===== config.mk =====
export PLATFORM = sky130hd
export DESIGN_NAME = cpu_axi_bridge_flat
export DESIGN_NICKNAME = d
export VERILOG_FILES = /design/src/rtl/cpu_axi_bridge_if.sv /design/src/rtl/cpu_axi_bridge.sv /design/src/flat_wrapper.sv
export SDC_FILE = /design/constraint.sdc
export NUM_CORES = 1
export LEC_CHECK = 0
export ABC_AREA = 1
export BUFFER_PORTS_ARGS = -buffer_cell sky130_fd_sc_hd__buf_2
export CELL_PAD_IN_SITES_DETAIL_PLACEMENT = 1
export CELL_PAD_IN_SITES_GLOBAL_PLACEMENT = 2
export CORE_MARGIN = 5
export CORE_UTILIZATION = 22
export CTS_CLUSTER_SIZE = 8
export DETAILED_ROUTE_END_ITERATION = 16
export HOLD_SLACK_MARGIN = 0.06
export PLACE_DENSITY_LB_ADDON = 0.08
export SYNTH_ARGS = -nofsm -noshare
export SYNTH_HDL_FRONTEND = slang
export SYNTH_SLANG_ARGS = --single-unit

===== constraint.sdc =====
create_clock -name clk -period 4 [get_ports clk]
set_clock_uncertainty 0.15 [all_clocks]
set_input_delay 0.2 -clock clk [delete_from_list [all_inputs] [get_ports clk]]
set_output_delay 0.2 -clock clk [all_outputs]
set_load 0.05 [all_outputs]

===== src/rtl/cpu_axi_bridge_if.sv =====
// cpu_axi_bridge_if: single-beat AXI3 master bus used by cpu_axi_bridge.
//   Parameters: ID_W, ADDR_W, DATA_W (DATA_W is 32; the strobe is 4 bits wide).
//   Channels:   AR (arid/araddr/arsize/arlen/arburst/arvalid, arready)
//               R  (rid/rdata/rvalid, rready)
//               AW (awid/awaddr/awsize/awlen/awburst/awvalid, awready)
//               W  (wdata/wstrb/wlast/wvalid, wready)
//               B  (bvalid, bready)
//   Modports:   master = bridge side, slave = interconnect/memory side.
interface cpu_axi_bridge_if #(
  parameter int unsigned ID_W   = 4,
  parameter int unsigned ADDR_W = 32,
  parameter int unsigned DATA_W = 32
) ();
  localparam int unsigned STRB_W = DATA_W / 8;

  logic [ID_W-1:0]   arid;
  logic [ADDR_W-1:0] araddr;
  logic [2:0]        arsize;
  logic [3:0]        arlen;
  logic [1:0]        arburst;
  logic              arvalid;
  logic              arready;

  logic [ID_W-1:0]   rid;
  logic [DATA_W-1:0] rdata;
  logic              rvalid;
  logic              rready;

  logic [ID_W-1:0]   awid;
  logic [ADDR_W-1:0] awaddr;
  logic [2:0]        awsize;
  logic [3:0]        awlen;
  logic [1:0]        awburst;
  logic              awvalid;
  logic              awready;

  logic [DATA_W-1:0] wdata;
  logic [STRB_W-1:0] wstrb;
  logic              wlast;
  logic              wvalid;
  logic              wready;

  logic              bvalid;
  logic              bready;

  modport master (
    output arid, araddr, arsize, arlen, arburst, arvalid,
    input  arready,
    input  rid, rdata, rvalid,
    output rready,
    output awid, awaddr, awsize, awlen, awburst, awvalid,
    input  awready,
    output wdata, wstrb, wlast, wvalid,
    input  wready,
    input  bvalid,
    output bready
  );

  modport slave (
    input  arid, araddr, arsize, arlen, arburst, arvalid,
    output arready,
    output rid, rdata, rvalid,
    input  rready,
    input  awid, awaddr, awsize, awlen, awburst, awvalid,
    output awready,
    input  wdata, wstrb, wlast, wvalid,
    output wready,
    output bvalid,
    input  bready
  );
endinterface


===== src/rtl/cpu_axi_bridge.sv =====
// cpu_axi_bridge: converts the core's instruction and data SRAM-like ports
// into one AXI3 master, one transaction at a time, data port has priority.
//   clk, reset            clock, synchronous active-high reset
//   inst_* / data_*       request (req/wr/size/addr/wdata), addr_ok/data_ok
//                         handshakes (combinational) and rdata (pass-through)
//   axi                   AXI3 master port (cpu_axi_bridge_if.master); all
//                         valids/readies toward the bus are registered
// Optional feature: define CPU_AXI_BRIDGE_WBUF_EN to post data writes
// (data_ok at the AW/W handshake, B response retired in the background).
module cpu_axi_bridge #(
  parameter int unsigned ADDR_W  = 32,
  parameter int unsigned DATA_W  = 32,
  parameter int unsigned ID_W    = 4,
  parameter int unsigned INST_ID = 0,
  parameter int unsigned DATA_ID = 1
) (
  input  logic              clk,
  input  logic              reset,

  input  logic              inst_req,
  input  logic              inst_wr,
  input  logic [1:0]        inst_size,
  input  logic [ADDR_W-1:0] inst_addr,
  input  logic [DATA_W-1:0] inst_wdata,
  output logic              inst_addr_ok,
  output logic              inst_data_ok,
  output logic [DATA_W-1:0] inst_rdata,

  input  logic              data_req,
  input  logic              data_wr,
  input  logic [1:0]        data_size,
  input  logic [ADDR_W-1:0] data_addr,
  input  logic [DATA_W-1:0] data_wdata,
  output logic              data_addr_ok,
  output logic              data_data_ok,
  output logic [DATA_W-1:0] data_rdata,

  cpu_axi_bridge_if.master  axi
);

  localparam logic [ID_W-1:0] INST_AXI_ID = ID_W'(INST_ID);
  localparam logic [ID_W-1:0] DATA_AXI_ID = ID_W'(DATA_ID);

  typedef enum logic [2:0] {
    IDLE    = 3'd0,
    RD_ADDR = 3'd1,
    RD_DATA = 3'd2,
    WR_ADDR = 3'd3,
    WR_RESP = 3'd4
  } state_t;

  state_t state;
  logic   src_data;   // 1: current transaction belongs to the data port
  logic   aw_done;
  logic   w_done;

  logic              accept_ok;
  logic              sel_data;
  logic              sel_inst;
  logic              req_wr;
  logic [1:0]        req_size;
  logic [ADDR_W-1:0] req_addr;
  logic              aw_hs;
  logic              w_hs;
  logic              wr_fin;
  logic              rd_fin;

  // Byte-lane strobe for a word-wide bus; size 3 is treated as a word.
  function automatic logic [3:0] strb_of(input logic [1:0] size, input logic [1:0] lane);
    case (size)
      2'd0:    strb_of = 4'b0001 << lane;
      2'd1:    strb_of = 4'b0011 << {lane[1], 1'b0};
      default: strb_of = 4'b1111;
    endcase
  endfunction

`ifdef CPU_AXI_BRIDGE_WBUF_EN
  logic pending_b;    // one posted write still waiting for its B response
  assign accept_ok = ~pending_b;
`else
  assign accept_ok = 1'b1;
`endif

  // Request arbitration: only in IDLE, data port first.
  assign sel_data = (state == IDLE) && accept_ok && data_req;
  assign sel_inst = (state == IDLE) && accept_ok && !data_req && inst_req;
  assign req_wr   = sel_data & data_wr;
  assign req_size = sel_data ? data_size : inst_size;
  assign req_addr = sel_data ? data_addr : inst_addr;

  assign inst_addr_ok = sel_inst;
  assign data_addr_ok = sel_data;

  // Write completes once both AW and W have handshaken, in either order.
  assign aw_hs  = axi.awvalid & axi.awready;
  assign w_hs   = axi.wvalid & axi.wready;
  assign wr_fin = (state == WR_ADDR) && (aw_done | aw_hs) && (w_done | w_hs);
  assign rd_fin = (state == RD_DATA) && axi.rvalid;

  assign inst_data_ok = rd_fin && !src_data;
`ifdef CPU_AXI_BRIDGE_WBUF_EN
  assign data_data_ok = (rd_fin && src_data) || wr_fin;
`else
  assign data_data_ok = (rd_fin && src_data) || ((state == WR_RESP) && axi.bvalid);
`endif

  assign inst_rdata = axi.rdata;
  assign data_rdata = axi.rdata;

  // Single-beat INCR bursts only.
  assign axi.arlen   = 4'd0;
  assign axi.arburst = 2'b01;
  assign axi.awlen   = 4'd0;
  assign axi.awburst = 2'b01;
  assign axi.wlast   = 1'b1;

  // Inputs intentionally ignored: inst port never writes, rid is not checked.
  logic unused_ok;
  assign unused_ok = ^{inst_wr, inst_wdata, axi.rid};

  // Transaction FSM with registered AXI outputs.
  always_ff @(posedge clk) begin
    if (reset) begin
      state       <= IDLE;
      src_data    <= 1'b0;
      aw_done     <= 1'b0;
      w_done      <= 1'b0;
      axi.arid    <= '0;
      axi.araddr  <= '0;
      axi.arsize  <= 3'd0;
      axi.arvalid <= 1'b0;
      axi.rready  <= 1'b0;
      axi.awid    <= '0;
      axi.awaddr  <= '0;
      axi.awsize  <= 3'd0;
      axi.awvalid <= 1'b0;
      axi.wdata   <= '0;
      axi.wstrb   <= 4'd0;
      axi.wvalid  <= 1'b0;
      axi.bready  <= 1'b0;
`ifdef CPU_AXI_BRIDGE_WBUF_EN
      pending_b   <= 1'b0;
`endif
    end else begin
      case (state)
        IDLE: begin
          if (sel_data || sel_inst) begin
            src_data <= sel_data;
            if (req_wr) begin
              state       <= WR_ADDR;
              aw_done     <= 1'b0;
              w_done      <= 1'b0;
              axi.awid    <= DATA_AXI_ID;
              axi.awaddr  <= data_addr;
              axi.awsize  <= {1'b0, data_size};
              axi.awvalid <= 1'b1;
              axi.wdata   <= data_wdata;
              axi.wstrb   <= strb_of(data_size, data_addr[1:0]);
              axi.wvalid  <= 1'b1;
            end else begin
              state       <= RD_ADDR;
              axi.arid    <= sel_data ? DATA_AXI_ID : INST_AXI_ID;
              axi.araddr  <= req_addr;
              axi.arsize  <= {1'b0, req_size};
              axi.arvalid <= 1'b1;
            end
          end
        end

        RD_ADDR: begin
          if (axi.arready) begin
            axi.arvalid <= 1'b0;
            axi.rready  <= 1'b1;
            state       <= RD_DATA;
          end
        end

        RD_DATA: begin
          if (axi.rvalid) begin
            axi.rready <= 1'b0;
            state      <= IDLE;
          end
        end

        WR_ADDR: begin
          if (aw_hs) begin
            axi.awvalid <= 1'b0;
            aw_done     <= 1'b1;
          end
          if (w_hs) begin
            axi.wvalid <= 1'b0;
            w_done     <= 1'b1;
          end
          if (wr_fin) begin
            aw_done    <= 1'b0;
            w_done     <= 1'b0;
            axi.bready <= 1'b1;
`ifdef CPU_AXI_BRIDGE_WBUF_EN
            pending_b  <= 1'b1;
            state      <= IDLE;
`else
            state      <= WR_RESP;
`endif
          end
        end

        WR_RESP: begin
          if (axi.bvalid) begin
            axi.bready <= 1'b0;
            state      <= IDLE;
          end
        end

        default: state <= IDLE;
      endcase

`ifdef CPU_AXI_BRIDGE_WBUF_EN
      // Posted write retires in the background; IDLE stays blocked until then.
      if (pending_b && axi.bvalid && axi.bready) begin
        pending_b  <= 1'b0;
        axi.bready <= 1'b0;
      end
`endif
    end
  end

endmodule


===== src/flat_wrapper.sv =====
// flat-port wrapper written by rule: the top's interface ports become plain ports
module cpu_axi_bridge_flat 
#(
  parameter int unsigned ADDR_W  = 32,
  parameter int unsigned DATA_W  = 32,
  parameter int unsigned ID_W    = 4,
  parameter int unsigned INST_ID = 0,
  parameter int unsigned DATA_ID = 1
)
  (clk, reset, inst_req, inst_wr, inst_size, inst_addr, inst_wdata, inst_addr_ok, inst_data_ok, inst_rdata, data_req, data_wr, data_size, data_addr, data_wdata, data_addr_ok, data_data_ok, data_rdata, axi_arid, axi_araddr, axi_arsize, axi_arlen, axi_arburst, axi_arvalid, axi_arready, axi_rid, axi_rdata, axi_rvalid, axi_rready, axi_awid, axi_awaddr, axi_awsize, axi_awlen, axi_awburst, axi_awvalid, axi_awready, axi_wdata, axi_wstrb, axi_wlast, axi_wvalid, axi_wready, axi_bvalid, axi_bready);
  cpu_axi_bridge_if #(.ID_W(ID_W), .ADDR_W(ADDR_W), .DATA_W(DATA_W)) axi_i ();
  input  logic clk;
  input  logic reset;
  input  logic inst_req;
  input  logic inst_wr;
  input  logic [1:0] inst_size;
  input  logic [ADDR_W-1:0] inst_addr;
  input  logic [DATA_W-1:0] inst_wdata;
  output logic inst_addr_ok;
  output logic inst_data_ok;
  output logic [DATA_W-1:0] inst_rdata;
  input  logic data_req;
  input  logic data_wr;
  input  logic [1:0] data_size;
  input  logic [ADDR_W-1:0] data_addr;
  input  logic [DATA_W-1:0] data_wdata;
  output logic data_addr_ok;
  output logic data_data_ok;
  output logic [DATA_W-1:0] data_rdata;
  output wire logic [$bits(axi_i.arid)-1:0] axi_arid;
  output wire logic [$bits(axi_i.araddr)-1:0] axi_araddr;
  output wire logic [$bits(axi_i.arsize)-1:0] axi_arsize;
  output wire logic [$bits(axi_i.arlen)-1:0] axi_arlen;
  output wire logic [$bits(axi_i.arburst)-1:0] axi_arburst;
  output wire logic [$bits(axi_i.arvalid)-1:0] axi_arvalid;
  input wire logic [$bits(axi_i.arready)-1:0] axi_arready;
  input wire logic [$bits(axi_i.rid)-1:0] axi_rid;
  input wire logic [$bits(axi_i.rdata)-1:0] axi_rdata;
  input wire logic [$bits(axi_i.rvalid)-1:0] axi_rvalid;
  output wire logic [$bits(axi_i.rready)-1:0] axi_rready;
  output wire logic [$bits(axi_i.awid)-1:0] axi_awid;
  output wire logic [$bits(axi_i.awaddr)-1:0] axi_awaddr;
  output wire logic [$bits(axi_i.awsize)-1:0] axi_awsize;
  output wire logic [$bits(axi_i.awlen)-1:0] axi_awlen;
  output wire logic [$bits(axi_i.awburst)-1:0] axi_awburst;
  output wire logic [$bits(axi_i.awvalid)-1:0] axi_awvalid;
  input wire logic [$bits(axi_i.awready)-1:0] axi_awready;
  output wire logic [$bits(axi_i.wdata)-1:0] axi_wdata;
  output wire logic [$bits(axi_i.wstrb)-1:0] axi_wstrb;
  output wire logic [$bits(axi_i.wlast)-1:0] axi_wlast;
  output wire logic [$bits(axi_i.wvalid)-1:0] axi_wvalid;
  input wire logic [$bits(axi_i.wready)-1:0] axi_wready;
  input wire logic [$bits(axi_i.bvalid)-1:0] axi_bvalid;
  output wire logic [$bits(axi_i.bready)-1:0] axi_bready;
  assign axi_arid = axi_i.arid;
  assign axi_araddr = axi_i.araddr;
  assign axi_arsize = axi_i.arsize;
  assign axi_arlen = axi_i.arlen;
  assign axi_arburst = axi_i.arburst;
  assign axi_arvalid = axi_i.arvalid;
  assign axi_i.arready = axi_arready;
  assign axi_i.rid = axi_rid;
  assign axi_i.rdata = axi_rdata;
  assign axi_i.rvalid = axi_rvalid;
  assign axi_rready = axi_i.rready;
  assign axi_awid = axi_i.awid;
  assign axi_awaddr = axi_i.awaddr;
  assign axi_awsize = axi_i.awsize;
  assign axi_awlen = axi_i.awlen;
  assign axi_awburst = axi_i.awburst;
  assign axi_awvalid = axi_i.awvalid;
  assign axi_i.awready = axi_awready;
  assign axi_wdata = axi_i.wdata;
  assign axi_wstrb = axi_i.wstrb;
  assign axi_wlast = axi_i.wlast;
  assign axi_wvalid = axi_i.wvalid;
  assign axi_i.wready = axi_wready;
  assign axi_i.bvalid = axi_bvalid;
  assign axi_bready = axi_i.bready;
  cpu_axi_bridge #(.ADDR_W(ADDR_W), .DATA_W(DATA_W), .ID_W(ID_W), .INST_ID(INST_ID), .DATA_ID(DATA_ID)) u_core (.clk(clk), .reset(reset), .inst_req(inst_req), .inst_wr(inst_wr), .inst_size(inst_size), .inst_addr(inst_addr), .inst_wdata(inst_wdata), .inst_addr_ok(inst_addr_ok), .inst_data_ok(inst_data_ok), .inst_rdata(inst_rdata), .data_req(data_req), .data_wr(data_wr), .data_size(data_size), .data_addr(data_addr), .data_wdata(data_wdata), .data_addr_ok(data_addr_ok), .data_data_ok(data_data_ok), .data_rdata(data_rdata), .axi(axi_i));
endmodule

==> results.tsv, run 1 <==
metric	value	unit
deepest clock path buffer count	2	
Final Hold Fails	0	
Netlist Area Pre-Place	5420	µm²
Core Rows	57	
Setup TNS	0	ps
CTS tree	done	
# clock sinks	117	
status	complete, no violations	
Cell Int Power	2920	µW
synth-to-layout area growth	43.9	%
Worst VDD drop	0.000368	V
Async SR Flop Fraction	0	%
gr busiest metal	met2	
synth unique cells	27	
via count	5519	
chip height	167	µm
endpoint class of the critical path	flip-flop	
ranking of synthesized cells by area	dfxtp_1 (43%), nand2_1 (17%), buf_4 (12%)	
NetSw	2560	µW
Pleak	0.00377	µW
total chip power	5480	µW
total track usage	14.5	%
crit path DAT	2870	ps
most frequent cells in the layout	nand2_1 (251), buf_2 (224), dfxtp_1 (117)	
IO buf count	224	
I/O Pins	379	
critical path type	reg2reg	
starting density of the core	22.3	%
layout cells sized above 1	27.2	%
power per cell area	702	nW/µm²
root buffer cell	clkbuf_16	
maxcap violations	0	
worst skew pair latency	410	ps
clock power share	28.1	%
drt pass-1 iters	4	
final setup fails	0	
largest net degree at the start of global routing	75	
Die W	167	µm
grt total ovfl	0	
CTS Buf Count	17	
RD Place Congestion	0.766	
Yosys top cell by area	dfxtp_1	
CP Launch Type	flip-flop	
HP Class	in2reg	
Synth warnings	0	
fin crit share	66.8	%
Avg Inst Size Synth	7.15	µm²
WP data required	4200	ps
CP max FO	58	
fmax	374	MHz
M3 GR Usage	5.71	%
Final #Nets	1182	
Seq pwr share	28.6	%
Switching Fraction	46.7	%
commonest non-fill, non-tap cell in the layout	nand2_1	
top-area cell type share of the netlist area	43.2	%
Slew Limit Headroom	40.0	%
Gate Count Post-Synth	758	
Post-synth EDFFs	0	
Slew Viols, Final	0	
HPWL after detailed placement	14000	µm
Core ar.	24300	µm²
DRT Wirelength	20600	µm
H-tree depth	4	
first-pass GRT wire length	32400	µm
die area	27900	µm²
Synth Register Bits	117	
residual DRC count	0	
initial antenna violation count	1	
RSZ-0062 raised after global routing	no	
DRT iter0 DRCs	218	
met1 Use GR	17.1	%
Worst-path clk slew	60	ps
Via density	4.12	
per-cell routed wire length	15.4	µm
vias in the first global route	5936	
met2 GRT Util	24.5	%
Seq/Total Area, Yosys	43.2	%
Post-DRT Antenna Nets	0	
Logic pwr share	43.3	%
slew at the pin with the worst max-slew slack	900	ps
ys flop type	dfxtp_1	
Tmin final	2670	ps
-- registers in the layout, summed over array words and instances, names as in the netlist, 2 cells and up --
signal             flops
u_core.axi.araddr     32
u_core.axi.arsize      2
u_core.axi.awaddr     32
u_core.axi.awsize      2
u_core.axi.wdata      32
u_core.axi.wstrb       4
u_core.state           3
-- final cells by class --
type,count,area [µm²]
fillers,3027,16500
well taps,324,405
repair buffers,333,2200
clock inverters,14,153
flip-flops and latches,117,2340
multi-input cells,510,2170
inverters,24,90.1
clock buffers,18,439
diodes,1,2.50
-- layer usage --
layer	vias up	wire, µm
li1	2779	-
met1	2555	8870
met2	160	9890
met3	25	1560
met4	0	280
met5	-	0
-- critical path: stages (launching register included) --
cell and delay [ps]:
dfxtp_1 370, nor2_4 210, nand4_4 120, inv_2 260, buf_4 620, o21ai_0 150, a31oi_1 150, dlygate4sd3_1 560
-- synth_stat cells, types with 3 or more instances --
library cell / number
o21ai_2: 4
nand2_1: 251
buf_4: 88
inv_1: 20
buf_2: 14
buf_6: 9
nor2_1: 86
nand3_1: 6
clkbuf_1: 12
inv_2: 4
a21oi_1: 81
nand2_2: 3
o21ai_1: 5
dfxtp_1: 117
nand3b_1: 3
o21ai_0: 38
-- worst paths after layout --
kind	start	to	slack, ps	depth (start not counted)
worst max-delay path	u_core.state[2]	u_core.axi.wstrb[0]	1330	7
worst min register to register	u_core.axi.awaddr[0]	u_core.axi.awaddr[0]	310	2
worst min-delay path	inst_req	u_core.src_data	80	4
worst max register to register	u_core.state[2]	u_core.axi.wstrb[0]	1330	7
-- cell families after synthesis --
| logic type | share of synthesized area (%) |
|---|---|
| other | 0.138 |
| flip-flops | 43.2 |
| buffers and inverters | 18.1 |
| AND/OR/NAND/NOR | 26.0 |
| AO/OA/AOI/OAI | 12.6 |
-- power by group through the flow --
stage	clock (µW)	sequential (µW)	combinational, µW
floorplan	0	2400	1150
global placement	0	1580	2320
detailed placement	0	1590	2340
CTS	1600	1570	2430
global route	1640	1610	2600
finish	1540	1570	2370
-- metrics by stage --
step                      worst slack [ps]  area (µm²)  util, %  hold WS (ps)  std cells
final                                 1330        7800     32.1          83.1       1341
after global routing                  1080        7800     32.1          91.8       1341
after CTS                             1310        7800     32.1          60.8       1340
after detailed placement              1750        6170     25.4           250       1204
after global placement                1790        6170     25.4           250       1204
after floorplan                       1840        5490        -           193        777
-- timing repair --
| action | CTS | global route |
|---|---|---|
| hold buffers | 104 | 0 |
| buffers inserted | 0 | 0 |
| hold endpoints to repair | 107 | 0 |
| setup endpoints to repair | 0 | 0 |
| resized for setup | 0 | 0 |
No activity file was read; power rests on OpenSTA's default activity.
==> inputs of run 2 (changes only) <==
CORE_UTILIZATION = 18   (was 22)
clock period = 2.41 ns   (was 4 ns; I/O delays follow)
==> results.tsv, run 2 (synthesis gave the netlist of run 1 again) <==
metric	value	unit
residual DRC count	0	
Worst VDD drop	0.000449	V
Tmin final	1990	ps
WP data required	2140	ps
RR Endpoint	u_core.axi.wstrb[0]	
deepest clock path buffer count	2	
R2R depth	6	
Core Rows	63	
drt pass-1 iters	4	
CTS Buf Count	17	
die area	33700	µm²
Inst Count DP	1276	
total track usage	13.0	%
per-cell routed wire length	15.9	µm
power per cell area	1180	nW/µm²
fillcell total	3680	
final core occ	27.1	%
via count	5518	
beginning of the worst hold path	axi_rdata[9]	
Hold Path Depth	0	
Die W	184	µm
Setup TNS	0	ps
root buffer cell	clkbuf_16	
Top Registers	u_core.axi.araddr: 32 flops, u_core.axi.awaddr: 32 flops, u_core.axi.wdata: 32 flops	
slew at the pin with the worst max-slew slack	961	ps
Fin Hold WS	91.0	ps
DRT iter0 DRCs	139	
chip height	184	µm
HPWL after detailed placement	15300	µm
worst skew pair latency	410	ps
Worst-path clk slew	60	ps
final setup fails	0	
CP max FO	6	
number of setup buffers added after CTS	0	
IO buf count	224	
maxcap violations	0	
# clock sinks	117	
hold endpoint	data_rdata[9]	
Via density	3.89	
grt total ovfl	0	
critical path type	reg2out	
layout cells sized above 1	27.4	%
Final Hold Fails	0	
critical path startpoint	u_core.state[1]	
I/O Pins	379	
synth-to-layout area growth	48.4	%
Post-CTS Resized	0	
vias in the first global route	6013	
CTS tree	done	
RSZ-0062 raised after global routing	no	
RD Place Congestion	0.683	
reg2reg setup slack	530	ps
status	complete, no violations	
Post-DRT Antenna Nets	0	
Core ar.	29700	µm²
Pleak	0.00385	µW
CP Launch Type	flip-flop	
most frequent cells in the layout	nand2_1 (251), buf_2 (224), dfxtp_1 (117)	
Layout Cells excl Fill	1418	
starting density of the core	18.2	%
Reg2Reg Launch Point	u_core.state[1]	
Final #Nets	1193	
largest net degree at the start of global routing	76	
crit path DAT	1720	ps
fin crit share	82.7	%
Slew Viols, Final	0	
DRT Wirelength	22500	µm
initial antenna violation count	1	
Slew Limit Headroom	36.0	%
first-pass GRT wire length	34200	µm
commonest non-fill, non-tap cell in the layout	nand2_1	
endpoint class of the critical path	primary output	
HP Class	in2out	
H-tree depth	4	
fmax	502	MHz
[run 2: changes by cell type in the layout (fill, tap and decap cells not counted)]
cell,previous run,this run
clkinv_4,4,2
buf_12,0,2
inv_6,2,1
clkbuf_1,0,1
clkinv_2,2,3
clkinvlp_4,4,2
buf_4,5,9
bufinv_16,2,4
dlygate4sd3_1,104,109
clkbuf_8,1,2
[run 2: per-layer routing]
layer | global-route usage (%) | share of wire (%)
met1 | 15.7 | 43
met2 | 21.8 | 47
met3 | 4.99 | 7.9
met4 | 3.46 | 1.5
met5 | 0 | 0
[run 2: what timing repair did]
action / CTS / global route
hold buffers: 109 / 0
setup endpoints to repair: 0 / 0
endpoints found under the hold margin: 113 / 0
[run 2: worst max path at each step]
| stage | to | slack (ps) | cells after the start |
|---|---|---|---|
| 2_1_floorplan | u_core.src_data | 290 | 4 |
| 3_3_place_gp | u_core.axi.wstrb[1] | 490 | 6 |
| 3_5_place_dp | u_core.axi.wstrb[0] | 480 | 6 |
| 4_1_cts | inst_addr_ok | 350 | 4 |
| 5_1_grt | data_data_ok | 240 | 5 |
| 6_report | inst_addr_ok | 420 | 4 |
[run 2: cell type report]
cell class	count	area, µm²	area share (%)
repair buffers	344	2320	28.8
clock buffers	20	457	5.68
multi-input cells	510	2170	27.0
clock inverters	12	176	2.19
inverters	24	90.1	1.12
diodes	1	2.50	0.0311
well taps	390	488	6.06
flip-flops and latches	117	2340	29.1
[run 2: critical path, stage by stage (launching register included)]
cell and delay, ps:
dfxtp_1 390, nor2_4 200, nand2_1 140, nor3_1 250, buf_2 330
[run 2: metrics by stage]
| stage | power [µW] | instance area [µm²] | setup WS [ps] |
|---|---|---|---|
| after floorplan | 5880 | 5490 | 294 |
| after global placement | 6700 | 6320 | 487 |
| after detailed placement | 6690 | 6320 | 485 |
| after CTS | 9700 | 8040 | 351 |
| after global routing | 10100 | 8050 | 242 |
| final | 9460 | 8050 | 417 |
[run 2: where the power goes]
| group | total (µW) | internal [µW] | leakage, µW | switching, µW |
|---|---|---|---|---|
| clock network | 2770 | 1790 | 0.000306 | 982 |
| registers | 2600 | 2360 | 0.000958 | 235 |
| logic | 4090 | 1010 | 0.00259 | 3080 |
| total | 9460 | 5160 | 0.00385 | 4300 |
